### src/rtl/booth_r8_seq.sv
// Control sequencer for a radix-8 Booth multiplier datapath: walks the multiplier three bits
// per step and emits the Load/Add/Addc/Shift command stream with the multiple magnitude.
module booth_r8_seq #(
  parameter int unsigned N      = 8,
  parameter int unsigned DIGITS = (N + 2) / 3
) (
  input  logic       i_clk,
  input  logic       i_reset,
  input  logic       i_start,
  input  logic [3:0] i_qbits,
  output logic [2:0] o_si,
  output logic [2:0] o_mag,
  output logic       o_busy,
  output logic       o_done
);

  localparam int unsigned CntW = $clog2(DIGITS + 1);

  localparam logic [2:0] SiIdle  = 3'b000;
  localparam logic [2:0] SiAdd   = 3'b001;
  localparam logic [2:0] SiAddc  = 3'b010;
  localparam logic [2:0] SiLoad  = 3'b011;
  localparam logic [2:0] SiShift = 3'b100;

  typedef enum logic [2:0] {
    StIdle,
    StLoad,
    StDecode,
    StOp,
    StShift,
    StDone
  } state_e;

  state_e          r_state, w_state_next;
  logic [CntW-1:0] r_cnt, w_cnt_next, w_cnt_inc;
  logic            r_neg, w_neg_next;
  logic [2:0]      r_mag, w_mag_next;

  logic [2:0]      w_sum;
  logic [2:0]      w_dmag;
  logic            w_dneg;

  // d = w_sum - 4*q[3] where w_sum = 2*q[2] + q[1] + q[0] lies in 0..4.
  assign w_sum     = {1'b0, i_qbits[2], 1'b0} + {2'b00, i_qbits[1]} + {2'b00, i_qbits[0]};
  assign w_dmag    = i_qbits[3] ? (3'd4 - w_sum) : w_sum;
  assign w_dneg    = i_qbits[3] && (w_sum != 3'd4);
  assign w_cnt_inc = r_cnt + CntW'(1);

  always_ff @(posedge i_clk) begin
    if (i_reset) begin
      r_state <= StIdle;
      r_cnt   <= '0;
      r_neg   <= 1'b0;
      r_mag   <= 3'd0;
    end else begin
      r_state <= w_state_next;
      r_cnt   <= w_cnt_next;
      r_neg   <= w_neg_next;
      r_mag   <= w_mag_next;
    end
  end

  always_comb begin
    w_state_next = r_state;
    w_cnt_next   = r_cnt;
    w_neg_next   = r_neg;
    w_mag_next   = r_mag;
    unique case (r_state)
      StIdle:   if (i_start) w_state_next = StLoad;
      StLoad: begin
        w_cnt_next   = '0;
        w_state_next = StDecode;
      end
      StDecode: begin
        w_neg_next   = w_dneg;
        w_mag_next   = w_dmag;
        w_state_next = (w_dmag == 3'd0) ? StShift : StOp;
      end
      StOp:     w_state_next = StShift;
      StShift: begin
        w_cnt_next   = w_cnt_inc;
        w_state_next = (w_cnt_inc == CntW'(DIGITS)) ? StDone : StDecode;
      end
      StDone:   w_state_next = StIdle;
      default:  w_state_next = StIdle;
    endcase
  end

  always_comb begin
    o_si   = SiIdle;
    o_mag  = 3'd0;
    o_busy = 1'b0;
    o_done = 1'b0;
    unique case (r_state)
      StIdle:   ;
      StLoad: begin
        o_si   = SiLoad;
        o_busy = 1'b1;
      end
      StDecode: o_busy = 1'b1;
      StOp: begin
        o_si   = r_neg ? SiAddc : SiAdd;
        o_mag  = r_mag;
        o_busy = 1'b1;
      end
      StShift: begin
        o_si   = SiShift;
        o_busy = 1'b1;
      end
      StDone:   o_done = 1'b1;
      default:  ;
    endcase
  end

endmodule

### config.mk
export PLATFORM = sky130hd
export DESIGN_NAME = booth_r8_seq
export DESIGN_NICKNAME = d
export VERILOG_FILES = /design/src/rtl/booth_r8_seq.sv
export SDC_FILE = /design/constraint.sdc
export NUM_CORES = 1
export LEC_CHECK = 0
export ABC_CLOCK_PERIOD_IN_PS = 2960
export CORE_UTILIZATION = 46
export CTS_CLUSTER_DIAMETER = 50
export DETAILED_ROUTE_END_ITERATION = 10
export GPL_ROUTABILITY_DRIVEN = 0
export HOLD_SLACK_MARGIN = 0.12
export PLACE_DENSITY = 0.75
export SLEW_MARGIN = 0
export SYNTH_ARGS = -nofsm -noshare
export SYNTH_HDL_FRONTEND = slang
export SYNTH_SLANG_ARGS = --single-unit
### constraint.sdc
create_clock -name i_clk -period 2.96 [get_ports i_clk]
set_clock_uncertainty 0.2 [all_clocks]
set_input_delay 0.592 -clock i_clk [delete_from_list [all_inputs] [get_ports i_clk]]
set_output_delay 0.592 -clock i_clk [all_outputs]
set_load 0.01 [all_outputs]
==> impl_metrics.tcl, run 1 <==
set metrics [dict create \
    crit_path_end_kind "primary output" \
    cpLargestDelayFamily "flip-flops" \
    fmax_mhz 375 \
    hold-path-cell-count 2 \
    yosys.area.top_type_share 0.299 \
    clock_latency_ns 0.27 \
    drv_slew 0 \
    status "complete, no violations" \
    fin_tns_setup_ns 0 \
    cp_max_fo 17 \
    final_net_count 97 \
    final-instance-count-excl-fill 99 \
    p_comb_frac 0.279 \
    swShare 0.309 \
    drt_first_pass_iters 4 \
    avgSynthCellArea_sq_um 8.72 \
    post-dp-hpwl_um 881 \
    syn2layout_area_growth_pct 29.9 \
    critPathMaxStageDelay_ns 0.71 \
    wl_per_cell_um 12.5 \
    hp-class "reg -> reg" \
    synth_nets 80 \
    cts.htree.levels 1 \
    vias_per_cell 5.57 \
    cts.path.max_buffers 2 \
    synthFlopType "dfxtp_1" \
    crit_slowest_cell "dfxtp_1" \
    grt_pass1_wl_um 2120 \
    fin_crit_sh 0.900 \
    finalCriticalPeriod_ns 2.66 \
    synthTopCellsByArea "dfxtp_1 (30%), ha_1 (8.3%), a21oi_1 (5.0%)" \
    placed_cells 95 \
    yosysSeqAreaShare 0.299 \
    overflow 0 \
    portBuffers 14 \
    die_y_um 38.2 \
    regArea_sq_um 180 \
    dieArea_sq_um 1460 \
    tightest_slew_ns 0.603 \
    grt_max_degree 18 \
    multi_input_area_sq_um 395 \
    p_int_w 0.000231 \
    seq_power_share 0.424 \
    antenna_found_initial 0 \
    grtUsageTotal 0.219 \
    drv_cap 0 \
    synth_cells 69 \
    synth_top_cell_by_area "dfxtp_1" \
    synth_commonest_cells "dfxtp_1 (9), nor2_1 (7), a21oi_1 (6)" \
    drive_gt1_frac 0.129 \
    nFillCells 106 \
    ioPinCount 15 \
    setup_violations 0 \
    cts_setup_buffers 0 \
    ant_nets 0 \
    hold_buffers 0 \
    slew_headroom 0.597 \
    p_leak_nw 0.294 \
    ys_types 30 \
    drcViolationCount 0 \
    rsz0062_at_grt "no" \
    ir_drop_mv 0.233 \
    synth_edf_count 0 \
    synthArstFlopShare 0 \
    ys_ff_latch 9 \
    diodes 0 \
    crit_chain "nor2_1, xnor2_1, clkdlybuf4s50_1" \
    clk_pin_slew_ns 0.07 \
    cp.required_ns 2.17 \
    cts_sinks 9 \
    critical_path_depth 3 \
    power_density_nw_per_um2 427 \
    cts_tree "done" \
    vias 551 \
    coreArea_sq_um 1160 \
    wirelength_um 1240 \
    crit_type "reg -> out" \
    die_w_um 38.2 \
    synth_area_sq_um 602 \
    drt_iter0_markers 10 \
    post_cts_resized 0 \
    clock-root-buffer "clkbuf_4" \
    finalHoldViolations 0 \
    yosysWarnings 0 \
    cts_buffers 3 \
    critPathBufInv 1 \
    crit_arrival_ns 1.87 \
    first_global_vias 460 \
    row_count 12 \
    r2r_cells 3 \
    switchingPower_w 0.000103 \
    start_util 0.521 \
    worst_setup_path_start_kind "flop" \
    clkPwrFrac 0.297 \
    yosysMostFrequentCell "dfxtp_1" \
]
-- cell type report --
type                       instances  area share
multi-input combinational         54       0.506
clock buffer                       4      0.0336
timing repair buffer              16       0.198
inverter                           2     0.00960
sequential                         9       0.230
tap                               14      0.0224
-- cell usage in the layout, fill, tap and decap left out, types with 2 or more instances in the layout --
master,n
and3_1,3
o21ai_1,4
inv_1,2
nor2_1,7
clkdlybuf4s50_1,14
nand2b_1,4
buf_4,2
nand2_1,2
ha_1,4
a211oi_1,2
a21oi_1,6
and2_1,3
dfxtp_1,9
mux2i_1,2
clkbuf_4,3
nor3_1,2
-- flip-flops by register name (all words and copies together), names as in the netlist --
register	count
r_mag	3
r_state	3
r_cnt	2
r_neg	1
-- metal layers --
layer,vias to the layer above,global-route usage,wire length (um)
met3,5,0.0523,47
met4,0,0.161,32
li1,280,-,-
met1,251,0.283,589
met5,-,0,0
met2,15,0.314,570
-- path summary, 6_finish.rpt --
path | start | end | slack, ns
setup / recovery | r_state[0] | o_busy | 0.30
hold / removal | r_mag[0] | r_mag[0] | 0.29
setup reg to reg | r_state[0] | r_state[0] | 1.37
hold reg to reg | r_mag[0] | r_mag[0] | 0.29
-- power by group through the flow --
stage / sequential [W] / combinational [W] / clock, W
floorplan: 0.000135 / 0.0000663 / 0
global placement: 0.000144 / 0.0000909 / 0
detailed placement: 0.000144 / 0.0000930 / 0
CTS: 0.000141 / 0.0000935 / 0.000104
global route: 0.000143 / 0.000102 / 0.000107
finish: 0.000142 / 0.0000930 / 0.0000993
-- metrics by stage --
| step | util | setup slack (ns) | area, sq um | power [W] | hold WS (ns) |
|---|---|---|---|---|---|
| detailed placement | 0.654 | 0.173 | 756 | 0.000237 | 0.282 |
| CTS | 0.676 | 0.294 | 782 | 0.000339 | 0.297 |
| floorplan | - | 0.664 | 602 | 0.000201 | 0.252 |
| global route | 0.676 | 0.194 | 782 | 0.000352 | 0.313 |
| finish | 0.676 | 0.297 | 782 | 0.000334 | 0.289 |
| global placement | 0.654 | 0.235 | 756 | 0.000235 | 0.273 |
-- worst min-delay path: stages (launching register included) --
cell,delay (ns)
dfxtp_1,0.32
mux2i_1,0.06
nor2_1,0.07
-- cell families after synthesis --
logic type	share of synthesized area
compound gates	0.220
simple gates	0.291
mux	0.0333
flops	0.299
fa+ha+maj	0.0832
buf+inv	0.0437
xor+xnor	0.0291
(Power assumes the default switching activity.)
==> run 2, diff against run 1 <==
CTS_CLUSTER_DIAMETER = default   (was 50)
==> results of run 2 <==
Final layout, timing and power as in run 1 (identical DEF).
